$ cat src/rtl/reset_seq_pkg.sv
// Shared state encoding and sizing helper for the reset sequencer.
package reset_seq_pkg;

  typedef enum logic [1:0] {RESET, HOLD, STAGE, RUN} seq_state_e;

  localparam logic [1:0] ST_RESET = 2'b00;
  localparam logic [1:0] ST_HOLD  = 2'b01;
  localparam logic [1:0] ST_STAGE = 2'b10;
  localparam logic [1:0] ST_RUN   = 2'b11;

  // Bits needed for a counter whose terminal value is n-1.
  function automatic int cnt_width(input int n);
    return (n <= 2) ? 1 : $clog2(n);
  endfunction

endpackage

$ cat src/rtl/reset_sequencer_if.sv
// Control/status bundle between the reset sequencer and the pipeline it brings up.
interface reset_sequencer_if #(
  parameter int NUM_STAGES = 4,
  parameter int CNT_W      = 32
);
  logic                  soft_rst_req;
  logic                  wdt_kick;
  logic                  rst_out_n;
  logic [NUM_STAGES-1:0] stage_en;
  logic                  ready;
  logic [1:0]            state;
  logic [CNT_W-1:0]      cycle_count;
  logic                  wdt_expired;

  modport master (
    input  soft_rst_req, wdt_kick,
    output rst_out_n, stage_en, ready, state, cycle_count, wdt_expired
  );

  modport slave (
    output soft_rst_req, wdt_kick,
    input  rst_out_n, stage_en, ready, state, cycle_count, wdt_expired
  );
endinterface

$ cat src/rtl/seq_timer.sv
// Up-counter with synchronous clear; done flags the enabled edge at the terminal value.
module seq_timer #(
  parameter int W = 4
) (
  input  logic         i_clock,
  input  logic         i_reset,
  input  logic         i_clear,
  input  logic         i_enable,
  input  logic [W-1:0] i_terminal,
  output logic         o_done
);
  logic [W-1:0] r_count;

  always_ff @(posedge i_clock) begin
    if (!i_reset || i_clear) begin
      r_count <= '0;
    end else if (i_enable) begin
      r_count <= r_count + W'(1);
    end
  end

  assign o_done = i_enable && (r_count == i_terminal);
endmodule

$ cat src/rtl/reset_sequencer.sv
// Stretched reset and staggered stage enables for the NN pipeline.
// Optional stall watchdog built when RESET_SEQ_WATCHDOG_EN is defined.
//   state | meaning
//   RESET | raw reset asserted, everything cleared
//   HOLD  | rst_out_n held low for HOLD_CYCLES edges
//   STAGE | stage enables switched on one per STAGE_GAP edges
//   RUN   | all stages up, ready=1, cycle_count running
module reset_sequencer
  import reset_seq_pkg::*;
#(
  parameter int HOLD_CYCLES = 16,
  parameter int NUM_STAGES  = 4,
  parameter int STAGE_GAP   = 8,
  parameter int CNT_W       = 32,
  parameter int WDT_CYCLES  = 1024
) (
  input  logic               i_clock,
  input  logic               i_reset,
  reset_sequencer_if.master  bus
);
  localparam int HOLD_W = cnt_width(HOLD_CYCLES);
  localparam int GAP_W  = cnt_width(STAGE_GAP);

  logic [1:0]            r_state;
  logic                  r_rst_out_n;
  logic [NUM_STAGES-1:0] r_stage_en;
  logic                  r_ready;
  logic [CNT_W-1:0]      r_cycle_count;
  logic                  r_wdt_expired;

  logic                  w_hold_done;
  logic                  w_gap_done;
  logic                  w_wdt_fire;
  logic                  w_restart;
  logic [NUM_STAGES:0]   w_shift;

  assign w_restart = (r_state != ST_RESET) && (bus.soft_rst_req || w_wdt_fire);
  assign w_shift   = {r_stage_en, 1'b1};

  seq_timer #(.W(HOLD_W)) u_hold_timer (
    .i_clock    (i_clock),
    .i_reset    (i_reset),
    .i_clear    ((r_state != ST_HOLD) || w_restart || w_hold_done),
    .i_enable   (r_state == ST_HOLD),
    .i_terminal (HOLD_W'(HOLD_CYCLES - 1)),
    .o_done     (w_hold_done)
  );

  seq_timer #(.W(GAP_W)) u_gap_timer (
    .i_clock    (i_clock),
    .i_reset    (i_reset),
    .i_clear    ((r_state != ST_STAGE) || w_restart || w_gap_done),
    .i_enable   (r_state == ST_STAGE),
    .i_terminal (GAP_W'(STAGE_GAP - 1)),
    .o_done     (w_gap_done)
  );

`ifdef RESET_SEQ_WATCHDOG_EN
  localparam int WDT_W = cnt_width(WDT_CYCLES);
  logic w_wdt_done;

  // Terminal is WDT_CYCLES-2: firing on the edge that would make the count WDT_CYCLES-1.
  seq_timer #(.W(WDT_W)) u_wdt_timer (
    .i_clock    (i_clock),
    .i_reset    (i_reset),
    .i_clear    ((r_state != ST_RUN) || bus.wdt_kick || w_restart),
    .i_enable   (r_state == ST_RUN),
    .i_terminal (WDT_W'(WDT_CYCLES - 2)),
    .o_done     (w_wdt_done)
  );

  assign w_wdt_fire = w_wdt_done && !bus.wdt_kick;
`else
  assign w_wdt_fire = bus.wdt_kick & 1'b0;
`endif

  always_ff @(posedge i_clock) begin
    if (!i_reset) begin
      r_state       <= ST_RESET;
      r_rst_out_n   <= 1'b0;
      r_stage_en    <= '0;
      r_ready       <= 1'b0;
      r_cycle_count <= '0;
      r_wdt_expired <= 1'b0;
    end else begin
      if (w_wdt_fire) r_wdt_expired <= 1'b1;
      if (r_state == ST_RESET) begin
        r_state <= ST_HOLD;
      end else if (w_restart) begin
        r_state       <= ST_HOLD;
        r_rst_out_n   <= 1'b0;
        r_stage_en    <= '0;
        r_ready       <= 1'b0;
        r_cycle_count <= '0;
      end else begin
        case (r_state)
          ST_HOLD: if (w_hold_done) begin
            r_state     <= ST_STAGE;
            r_rst_out_n <= 1'b1;
          end
          ST_STAGE: if (w_gap_done) begin
            r_stage_en <= w_shift[NUM_STAGES-1:0];
            if (w_shift[NUM_STAGES-1]) begin
              r_state       <= ST_RUN;
              r_ready       <= 1'b1;
              r_cycle_count <= '0;
            end
          end
          default: if (r_cycle_count != {CNT_W{1'b1}}) begin
            r_cycle_count <= r_cycle_count + CNT_W'(1);
          end
        endcase
      end
    end
  end

  assign bus.rst_out_n   = r_rst_out_n;
  assign bus.stage_en    = r_stage_en;
  assign bus.ready       = r_ready;
  assign bus.state       = r_state;
  assign bus.cycle_count = r_cycle_count;
  assign bus.wdt_expired = r_wdt_expired;
endmodule

$ cat src/flat_wrapper.sv
// flat-port wrapper written by rule: the top's interface ports become plain ports
module reset_sequencer_flat import reset_seq_pkg::*;
#(
  parameter int HOLD_CYCLES = 16,
  parameter int NUM_STAGES  = 4,
  parameter int STAGE_GAP   = 8,
  parameter int CNT_W       = 32,
  parameter int WDT_CYCLES  = 1024
)
  (i_clock, i_reset, bus_soft_rst_req, bus_wdt_kick, bus_rst_out_n, bus_stage_en, bus_ready, bus_state, bus_cycle_count, bus_wdt_expired);
  reset_sequencer_if #(.NUM_STAGES(NUM_STAGES), .CNT_W(CNT_W)) bus_i ();
  input  logic i_clock;
  input  logic i_reset;
  input wire logic [$bits(bus_i.soft_rst_req)-1:0] bus_soft_rst_req;
  input wire logic [$bits(bus_i.wdt_kick)-1:0] bus_wdt_kick;
  output wire logic [$bits(bus_i.rst_out_n)-1:0] bus_rst_out_n;
  output wire logic [$bits(bus_i.stage_en)-1:0] bus_stage_en;
  output wire logic [$bits(bus_i.ready)-1:0] bus_ready;
  output wire logic [$bits(bus_i.state)-1:0] bus_state;
  output wire logic [$bits(bus_i.cycle_count)-1:0] bus_cycle_count;
  output wire logic [$bits(bus_i.wdt_expired)-1:0] bus_wdt_expired;
  assign bus_i.soft_rst_req = bus_soft_rst_req;
  assign bus_i.wdt_kick = bus_wdt_kick;
  assign bus_rst_out_n = bus_i.rst_out_n;
  assign bus_stage_en = bus_i.stage_en;
  assign bus_ready = bus_i.ready;
  assign bus_state = bus_i.state;
  assign bus_cycle_count = bus_i.cycle_count;
  assign bus_wdt_expired = bus_i.wdt_expired;
  reset_sequencer #(.HOLD_CYCLES(HOLD_CYCLES), .NUM_STAGES(NUM_STAGES), .STAGE_GAP(STAGE_GAP), .CNT_W(CNT_W), .WDT_CYCLES(WDT_CYCLES)) u_core (.i_clock(i_clock), .i_reset(i_reset), .bus(bus_i));
endmodule
$ cat config.mk
export PLATFORM = sky130hd
export DESIGN_NAME = reset_sequencer_flat
export DESIGN_NICKNAME = d
export VERILOG_FILES = /design/src/rtl/reset_seq_pkg.sv /design/src/rtl/reset_sequencer_if.sv /design/src/rtl/seq_timer.sv /design/src/rtl/reset_sequencer.sv /design/src/flat_wrapper.sv
export SDC_FILE = /design/constraint.sdc
export NUM_CORES = 1
export LEC_CHECK = 0
export ABC_AREA = 1
export BUFFER_PORTS_ARGS = -buffer_cell sky130_fd_sc_hd__buf_2
export CELL_PAD_IN_SITES_DETAIL_PLACEMENT = 0
export CELL_PAD_IN_SITES_GLOBAL_PLACEMENT = 1
export CORE_ASPECT_RATIO = 1.1
export CORE_MARGIN = 10
export CORE_UTILIZATION = 35
export DETAILED_ROUTE_END_ITERATION = 10
export MAX_ROUTING_LAYER = met4
export PLACE_DENSITY_LB_ADDON = 0.1
export SETUP_SLACK_MARGIN = 0.4
export SYNTH_ARGS = -nofsm -noshare
export SYNTH_HDL_FRONTEND = slang
export SYNTH_SLANG_ARGS = --single-unit
export TNS_END_PERCENT = 30
$ cat constraint.sdc
create_clock -name i_clock -period 1.77 [get_ports i_clock]
set_clock_uncertainty 0.05 [all_clocks]
set_input_delay 0.177 -clock i_clock [delete_from_list [all_inputs] [get_ports i_clock]]
set_output_delay 0.177 -clock i_clock [all_outputs]
set_load 0.05 [all_outputs]
==> impl_metrics.json, run 1 <==
{
  "status": "completed",
  "synthFlopType": "dfxtp_1",
  "die_x_um": 109,
  "avgSynthCellArea_um2": 5.89,
  "core_area_mm2": 0.00845,
  "synth_common_cells": "nand2_1 (164), nor2_1 (90), inv_1 (61), nand3_1 (59), dfxtp_1 (47)",
  "fin_util": 0.509,
  "slew_viol_final": 0,
  "grt_first_pass_wirelength_um": 16500,
  "r2r_start": "u_core.bus.cycle_count[0]",
  "yosysMostFrequentCell": "nand2_1",
  "io_pins": 45,
  "root_buffer": "clkbuf_8",
  "chipHeight_um": 118,
  "ys_warn_count": 0,
  "hpwl_um": 7420,
  "drc": 0,
  "drt_pass1_iterations": 6,
  "critical_path_peak_fanout": 7,
  "syn_inst": 518,
  "synth_top_cell_area_share": 0.308,
  "crit_arrival_ns": 1.94,
  "fin_hold_ws_ns": 0.164,
  "fmax_mhz": 569,
  "syn-num-nets": 530,
  "vias_per_cell": 4.82,
  "antenna_cells": 0,
  "maxCapViolCount": 0,
  "hold_depth": 3,
  "period_needed_ns": 1.76,
  "worstSkewPairLatency_ns": 0.31,
  "cts_sinks": 47,
  "cts_buffers": 5,
  "cellLeakagePower_nw": 2.00,
  "ant_nets": 0,
  "routed_wl_um": 10000,
  "clk_pin_slew_ns": 0.10,
  "critPathCaptureType": "flip-flop",
  "drive_gt1_frac": 0.327,
  "synth_area_leaders": "dfxtp_1 (31%), nand2_1 (20%), nor2_1 (11%)",
  "startpoint": "u_core.bus.cycle_count[0]",
  "hold_violations": 0,
  "setup_viol": 0,
  "die_area_mm2": 0.0129,
  "syn-cell-area_mm2": 0.00305,
  "ys_types": 32,
  "hp-class": "in -> reg",
  "ys_seq_elements": 47,
  "r2r-end": "u_core.bus.cycle_count[6]",
  "initial_utilization": 0.361,
  "power_density_mw_per_mm2": 859,
  "overflow": 0,
  "tritoncts": "done",
  "worst_ep_required_time_ns": 1.95,
  "grt_max_degree": 23,
  "synth-async-reset-ratio": 0,
  "gp_congestion": 0.887,
  "synth_edf_count": 0,
  "grt_antenna_before_repair": 0,
  "htreeDepth": 2,
  "critPathKind": "reg -> reg",
  "io_buffers": 42,
  "syn2layout_area_growth_pct": 40.9,
  "fillers": 885,
  "wl_per_cell_um": 13.9,
  "nets": 620,
  "via_count": 3472,
  "ir_drop_v": 0.000401,
  "clockBufferDepth": 2,
  "groute.usage.overall": 0.162,
  "period_share": 0.993,
  "r2r_slack_ns": 0.01,
  "ys_seq_area_frac": 0.308,
  "drtIter0Drc": 151,
  "synth_top_area_cell": "dfxtp_1",
  "setup.worst_path.end": "u_core.bus.cycle_count[6]",
  "grt_pass1_vias": 3410,
  "reg2reg_depth": 10,
  "rsz0062_at_grt": "yes",
  "cp-start-kind": "flip-flop",
  "row_count": 35
}
## cell usage in the layout, fill, tap and decap left out, types with 2 or more instances in the layout
cell,instances
ha_1,4
nor2_4,3
inv_1,58
nand2_2,11
inv_6,3
inv_4,2
a21oi_1,23
nor2_2,7
clkbuf_8,5
dfxtp_1,17
buf_4,42
dfxtp_4,5
ha_4,3
clkbuf_1,2
nand2_1,151
o21ai_1,4
nor2_1,82
o21ai_0,8
buf_16,2
a21oi_2,10
xor2_1,2
dfxtp_2,25
nand2_4,6
buf_6,5
nand3_2,13
buf_2,42
nand4_1,5
buf_12,4
and2_1,3
nand3_1,46
## through the flow
stage	instance area (um2)	std cells	setup TNS, ns	setup slack [ns]	power, W
floorplan	3150	518	-0.779	-0.0575	0.00221
global placement	3710	692	-0.00997	-0.00997	0.00261
detailed placement	3710	692	-0.0241	-0.0172	0.00263
CTS	4130	715	0	0.0453	0.00363
global route	4300	720	-1.91	-0.0891	0.00395
finish	4300	720	0	0.0128	0.00369
## routing by layer
layer | vias to the layer above | part of all wire | GRT usage
li1 | 1799 | - | -
met3 | 12 | 0.039 | 0.0279
met1 | 1597 | 0.43 | 0.181
met2 | 64 | 0.52 | 0.283
met5 | - | 0 | -
met4 | 0 | 0.015 | 0.0454
## state kept, by name, summed over array words and instances (netlist names)
| register | count |
|---|---|
| u_core.bus.rst_out_n | 1 |
| u_core.u_gap_timer.r_count | 3 |
| u_core.u_hold_timer.r_count | 4 |
| u_core.bus.state | 2 |
| u_core.bus.stage_en | 4 |
| u_core.bus.ready | 1 |
| u_core.bus.cycle_count | 32 |
## final cells by class
class / count / area, um2 / share of cell area
Multi-Input combinational cell: 393 / 2050 / 0.476
Sequential cell: 47 / 991 / 0.230
Timing Repair Buffer: 97 / 757 / 0.176
Inverter: 64 / 260 / 0.0605
Tap cell: 111 / 139 / 0.0323
Clock buffer: 7 / 76.3 / 0.0177
Clock inverter: 1 / 30.0 / 0.00698
## worst max-delay path, stage by stage (launching register included)
cell and delay (ns):
dfxtp_4 0.37, ha_4 0.14, nand2_4 0.06, nor2_4 0.12
nand2_4 0.09, nor2_8 0.13, nand4_4 0.19, nand2_8 0.21
buf_12 0.13, nand2_1 0.06, a21oi_2 0.12
## how the worst min path moves through the flow
stage                                  start                            end  slack, ns
6_report                             i_reset     u_core.bus.cycle_count[22]       0.16
5_1_grt                              i_reset            u_core.bus.state[0]       0.17
4_1_cts                              i_reset     u_core.bus.cycle_count[22]       0.16
3_5_place_dp   u_core.u_gap_timer.r_count[0]  u_core.u_gap_timer.r_count[0]       0.37
3_3_place_gp   u_core.u_gap_timer.r_count[0]  u_core.u_gap_timer.r_count[0]       0.36
2_1_floorplan  u_core.u_gap_timer.r_count[0]  u_core.u_gap_timer.r_count[0]       0.35
## cells by family (layout without fill, tap and decap cells)
family | after synthesis | after routing | share of synthesized area
AND/OR/NAND/NOR | 334 | 334 | 0.467
XOR/XNOR | 2 | 2 | 0.00574
flip-flops | 47 | 47 | 0.308
buffers and inverters | 78 | 169 | 0.103
AO/OA/AOI/OAI | 48 | 48 | 0.0820
adder cells (fa/ha/maj) | 8 | 8 | 0.0328
other | 1 | 1 | 0.00123
## timing repair
| item | 4_1_cts | 5_1_grt |
|---|---|---|
| gates resized for setup | 45 | 34 |
| cloned | 3 | 1 |
| setup endpoints to repair | 47 | 47 |
| hold buffers | 0 | 0 |
| pin swaps | 17 | 21 |
| buffers inserted | 12 | 4 |
## power breakdown
| group | switching [W] | total (W) | internal [W] |
|---|---|---|---|
| Sequential | 0.000105 | 0.00127 | 0.00117 |
| Clock | 0.000404 | 0.000828 | 0.000424 |
| Combinational | 0.00101 | 0.00159 | 0.000587 |
| Total | 0.00152 | 0.00369 | 0.00218 |
(Power assumes the default switching activity.)
==> inputs of run 2 (changes only) <==
--- a/config.mk
+++ b/config.mk
@@ -7,11 +7,10 @@
 export LEC_CHECK = 0
 export ABC_AREA = 1
 export BUFFER_PORTS_ARGS = -buffer_cell sky130_fd_sc_hd__buf_2
-export CELL_PAD_IN_SITES_DETAIL_PLACEMENT = 0
-export CELL_PAD_IN_SITES_GLOBAL_PLACEMENT = 1
+export CELL_PAD_IN_SITES_DETAIL_PLACEMENT = 1
+export CELL_PAD_IN_SITES_GLOBAL_PLACEMENT = 2
 export CORE_ASPECT_RATIO = 1.1
-export CORE_MARGIN = 10
-export CORE_UTILIZATION = 35
+export CORE_UTILIZATION = 30
 export DETAILED_ROUTE_END_ITERATION = 10
 export MAX_ROUTING_LAYER = met4
 export PLACE_DENSITY_LB_ADDON = 0.1
==> constraint.sdc (replaced) <==
create_clock -name i_clock -period 1.8 [get_ports i_clock]
set_clock_uncertainty 0.05 [all_clocks]
set_input_delay 0.18 -clock i_clock [delete_from_list [all_inputs] [get_ports i_clock]]
set_output_delay 0.18 -clock i_clock [all_outputs]
set_load 0.05 [all_outputs]
==> impl_metrics.json, run 2 (synthesis gave the netlist of run 1 again) <==
{
  "gp_congestion": 0.819,
  "largest_register_ffs": 32,
  "fin_util": 0.464,
  "r2r_slack_ns": 0.005,
  "register_area_um2": 992,
  "root_buffer": "clkbuf_8",
  "ir_drop_v": 0.000353,
  "vias_per_cell": 4.88,
  "multiInputGateArea_mm2": 0.00212,
  "groute.usage.overall": 0.229,
  "tritoncts": "done",
  "ant_nets": 0,
  "worstSkewPairLatency_ns": 0.33,
  "antenna_cells": 0,
  "path_common_cell": "nand2_4",
  "crit_arrival_ns": 1.97,
  "io_pins": 45,
  "tightest_slew_ns": 0.503,
  "overflow": 0,
  "fin_area_mm2": 0.00459,
  "drc": 4,
  "period_share": 0.997,
  "critical_path_peak_fanout": 5,
  "path_cells": "ha_4, nand2_4, nor2_4, nand2_4, nor2_8, nand4_4, nand2_4, buf_12, clkbuf_16, nand2_2, nand2_1, nor2_1",
  "grt_max_degree": 24,
  "nets": 639,
  "place_area_mm2": 0.00374,
  "initial_utilization": 0.309,
  "cp_num_buf_inv": 2,
  "final_cell_mix": "nand2_1 (142), nor2_1 (77), inv_1 (55)",
  "clockBufferDepth": 2,
  "cts_sinks": 47,
  "fillers": 1304,
  "io_buffers": 42,
  "reg2reg_depth": 12,
  "routed_wl_um": 11700,
  "hold_violations": 0,
  "r2r_start": "u_core.bus.cycle_count[0]",
  "violations": "design-rule violations",
  "hp-class": "in -> reg",
  "cts_buffers": 5,
  "critPathKind": "reg -> reg",
  "die_x_um": 98.2,
  "core_area_mm2": 0.00989,
  "layout.cells.non_filler": 748,
  "dp_cells": 705,
  "slowest_delay_ns": 0.39,
  "chipHeight_um": 108,
  "grt_antenna_before_repair": 0,
  "critPathSlowestCell": "dfxtp_4",
  "htreeDepth": 2,
  "drive_gt1_frac": 0.377,
  "maxCapViolCount": 0,
  "status": "finished with violations",
  "whs_endpoint": "u_core.bus.rst_out_n",
  "drt_pass1_iterations": 7,
  "slew_viol_final": 0,
  "grt_pass1_vias": 3728,
  "hpwl_um": 8150,
  "worst_ep_required_time_ns": 1.98,
  "period_needed_ns": 1.80,
  "clk_pin_slew_ns": 0.11,
  "fmax_mhz": 557,
  "row_count": 38,
  "wl_per_cell_um": 15.6,
  "final_common_cell": "nand2_1",
  "grt_first_pass_wirelength_um": 18300,
  "critPathTopFamily": "simple AND/OR/NAND/NOR gates",
  "drtIter0Drc": 106,
  "cp-start-kind": "flip-flop",
  "postCtsHoldBufs": 0,
  "cellLeakagePower_nw": 2.13,
  "power_density_mw_per_mm2": 838,
  "relSlewSlack": 0.665,
  "hold_depth": 3,
  "setup_viol": 0,
  "r2r-end": "u_core.bus.cycle_count[22]",
  "via_count": 3651,
  "rsz0062_at_grt": "yes",
  "worstHoldStart": "bus_soft_rst_req",
  "critPathCaptureType": "flip-flop",
  "die_area_mm2": 0.0106,
  "syn2layout_area_growth_pct": 50.3
}
-- run 2: worst max path at each step --
stage	start	endpoint	slack [ns]	cells after the start
2_1_floorplan	u_core.bus.cycle_count[1]	u_core.bus.cycle_count[22]	-0.03	11
3_5_place_dp	u_core.u_gap_timer.r_count[0]	u_core.bus.cycle_count[26]	-0.03	9
3_3_place_gp	u_core.u_gap_timer.r_count[0]	u_core.bus.cycle_count[28]	-0.007	9
6_report	u_core.bus.cycle_count[0]	u_core.bus.cycle_count[22]	0.005	12
5_1_grt	u_core.bus.cycle_count[0]	u_core.bus.cycle_count[22]	-0.07	10
4_1_cts	u_core.bus.cycle_count[0]	u_core.bus.cycle_count[6]	0.05	11
-- run 2: repair_timing --
action,in CTS,in global routing
resized for setup,42,67
pin swaps,11,26
endpoints found under the setup margin,43,44
cloned,4,2
buffers inserted,23,6
-- run 2: tightest hold or removal path, cell delays in order --
cell and delay, ns:
buf_2 0.14, o2111ai_1 0.13, a21oi_1 0.13
-- run 2: layout make-up --
| cell class | instances | share of cell area |
|---|---|---|
| clock buffers | 7 | 0.0166 |
| clock inverters | 1 | 0.00109 |
| inverters | 64 | 0.0576 |
| multi-input cells | 393 | 0.463 |
| flip-flops and latches | 47 | 0.216 |
| well taps | 120 | 0.0327 |
| repair buffers | 116 | 0.213 |
-- run 2: power by group --
group | internal [W] | total (W) | switching, W | leakage, nW
Clock | 0.000275 | 0.000684 | 0.000410 | 0.0422
Combinational | 0.000783 | 0.00191 | 0.00113 | 1.69
Sequential | 0.00115 | 0.00125 | 0.000107 | 0.398
-- run 2: routing by layer --
metal	vias to the layer above	global-route usage	part of all wire
met5	-	-	0
met3	17	0.0286	0.032
met1	1727	0.248	0.41
met2	66	0.435	0.54
li1	1841	-	-
met4	0	0.0714	0.020
-- run 2: metrics by stage --
step                setup WS (ns)  power [W]  hold slack (ns)  setup TNS, ns
finish                    0.00457    0.00385            0.258              0
floorplan                 -0.0275    0.00217            0.349         -0.222
global placement         -0.00662    0.00255            0.359       -0.00662
global route              -0.0729    0.00407            0.279         -0.945
detailed placement        -0.0344    0.00258            0.371         -0.179
CTS                        0.0455    0.00365            0.231              0
==> inputs of run 3 (changes only) <==
--- a/config.mk
+++ b/config.mk
@@ -11,6 +11,7 @@
 export CELL_PAD_IN_SITES_GLOBAL_PLACEMENT = 2
 export CORE_ASPECT_RATIO = 1.1
 export CORE_UTILIZATION = 30
+export CTS_BUF_LIST = sky130_fd_sc_hd__clkbuf_4 sky130_fd_sc_hd__clkbuf_8 sky130_fd_sc_hd__clkbuf_16
 export DETAILED_ROUTE_END_ITERATION = 10
 export MAX_ROUTING_LAYER = met4
 export PLACE_DENSITY_LB_ADDON = 0.1
==> impl_metrics.json, run 3 (synthesis gave the netlist of run 1 again) <==
{
  "status": "finished with violations",
  "violations": "design-rule violations",
  "wl_met3_um": 292,
  "via_count": 3636,
  "groute.usage.overall": 0.227,
  "htreeDepth": 2,
  "reg2reg_depth": 13,
  "core_area_mm2": 0.00989,
  "cp-start-kind": "flip-flop",
  "wl_met1_um": 4920,
  "chipHeight_um": 108,
  "r2r_start": "u_core.bus.state[0]",
  "routed_wl_um": 11600,
  "power_density_mw_per_mm2": 837,
  "slowest_delay_ns": 0.38,
  "whs_endpoint": "u_core.bus.rst_out_n",
  "critPathKind": "reg -> reg",
  "ant_nets": 0,
  "cts_sinks": 47,
  "antenna_cells": 0,
  "grt_antenna_before_repair": 0,
  "tritoncts": "done",
  "ir_drop_v": 0.000354,
  "fmax_mhz": 562,
  "gp_congestion": 0.819,
  "fin_hold_ws_ns": 0.259,
  "dr.max_layer_used": "met4",
  "hpwl_um": 8150,
  "setup_viol": 0,
  "die_x_um": 98.2,
  "final_common_cell": "nand2_1",
  "hold_depth": 3,
  "worstHoldStart": "bus_soft_rst_req",
  "drc": 4,
  "die_area_mm2": 0.0106,
  "critPathSlowestCell": "dfxtp_4",
  "fillers": 1301,
  "path_cells": "inv_6, ha_4, inv_4, nand2_4, nand2_4, buf_6, clkinvlp_4, buf_6, buf_16, nand2_1, nand3_1, nand2_1, a21oi_2",
  "critical_path_peak_fanout": 5,
  "worst_ep_required_time_ns": 1.96,
  "r2r_slack_ns": 0.02,
  "wl_per_cell_um": 15.6,
  "startpoint": "u_core.bus.state[0]",
  "grt_pass1_vias": 3693,
  "cts_buffers": 5,
  "met2WireLength_um": 6200,
  "period_needed_ns": 1.78,
  "overflow": 0,
  "row_count": 38,
  "clockBufferDepth": 2,
  "hp-class": "in -> reg",
  "postCtsHoldBufs": 0,
  "place_ws_ns": -0.0344,
  "largest_register_ffs": 32,
  "cellLeakagePower_nw": 2.12,
  "io_buffers": 42,
  "root_buffer": "clkbuf_8",
  "vias_per_cell": 4.87,
  "tns_ns": 0,
  "critPathCaptureType": "flip-flop",
  "initial_utilization": 0.309,
  "layout.cells.non_filler": 747,
  "drt_pass1_iterations": 9,
  "syn2layout_area_growth_pct": 49.9,
  "dp_cells": 705,
  "worst_slack_ns": 0.0222,
  "clk_pin_slew_ns": 0.09,
  "maxCapViolCount": 0,
  "crit_arrival_ns": 1.94,
  "rsz0062_at_grt": "yes",
  "drive_gt1_frac": 0.381,
  "nets": 638,
  "fin_util": 0.463,
  "period_share": 0.988,
  "worstSkewPairLatency_ns": 0.33,
  "hold_violations": 0,
  "grt_first_pass_wirelength_um": 18100,
  "io_pins": 45,
  "drtIter0Drc": 68,
  "grt_max_degree": 24,
  "slew_viol_final": 0,
  "r2r-end": "u_core.bus.cycle_count[14]",
  "final_cell_mix": "nand2_1 (138), nor2_1 (77), inv_1 (55)"
}
==> run 3: changes by cell type in the layout (fill, tap and decap cells not counted), moves of 2 or more <==
cell	before	now
o21ai_0	4	6
clkbuf_4	0	2
a21oi_2	8	10
inv_4	2	4
nand2_1	142	138
clkbuf_1	2	0
o21ai_2	5	2
nand2_2	16	20
==> run 3: final cells by class <==
type	instances	area (um2)	share of cell area
Tap cell	120	150	0.0328
Clock buffer	7	83.8	0.0183
Timing Repair Buffer	115	963	0.211
Clock inverter	1	5.00	0.00109
Sequential cell	47	991	0.217
Inverter	64	264	0.0577
Multi-Input combinational cell	393	2120	0.463
==> run 3: how the worst max path moves through the flow <==
stage	end	cells past startpoint	slack, ns
floorplan	u_core.bus.cycle_count[22]	11	-0.03
global placement	u_core.bus.cycle_count[28]	9	-0.007
detailed placement	u_core.bus.cycle_count[26]	9	-0.03
CTS	u_core.bus.cycle_count[10]	13	0.04
global route	u_core.bus.cycle_count[20]	13	-0.04
finish	u_core.bus.cycle_count[14]	13	0.02
==> run 3: through the flow <==
step / instance area (um2) / power [W]
floorplan: 3150 / 0.00217
global placement: 3740 / 0.00255
detailed placement: 3740 / 0.00258
CTS: 4200 / 0.00362
global route: 4570 / 0.00405
finish: 4570 / 0.00383
==> run 3: critical path, delay by kind of cell, from the launching register on <==
family / cells / cell delay (ns)
buffers and inverters: 6 / 0.65
DFF: 1 / 0.38
and+or+nand+nor: 5 / 0.38
adders and majority gates: 1 / 0.16
AOI/OAI and AO/OA: 1 / 0.04
==> run 3: report_power, final <==
group          internal, W  total (W)  switching [W]
logic             0.000756    0.00186        0.00110
clock network     0.000305   0.000714       0.000409
registers          0.00115    0.00126       0.000112
total              0.00221    0.00383        0.00162
==> run 3: what timing repair did <==
| action | in CTS | in global routing |
|---|---|---|
| pin swaps | 10 | 17 |
| gates resized for setup | 36 | 69 |
| endpoints found under the setup margin | 43 | 44 |
| endpoints found under the hold margin | 0 | 0 |
| gates cloned | 3 | 3 |
| buffers inserted | 20 | 8 |
==> run 3: metal layers <==
metal	vias to the layer above	GRT usage
met5	-	-
met4	0	0.0714
met3	14	0.0286
met2	52	0.428
met1	1733	0.246
li1	1837	-
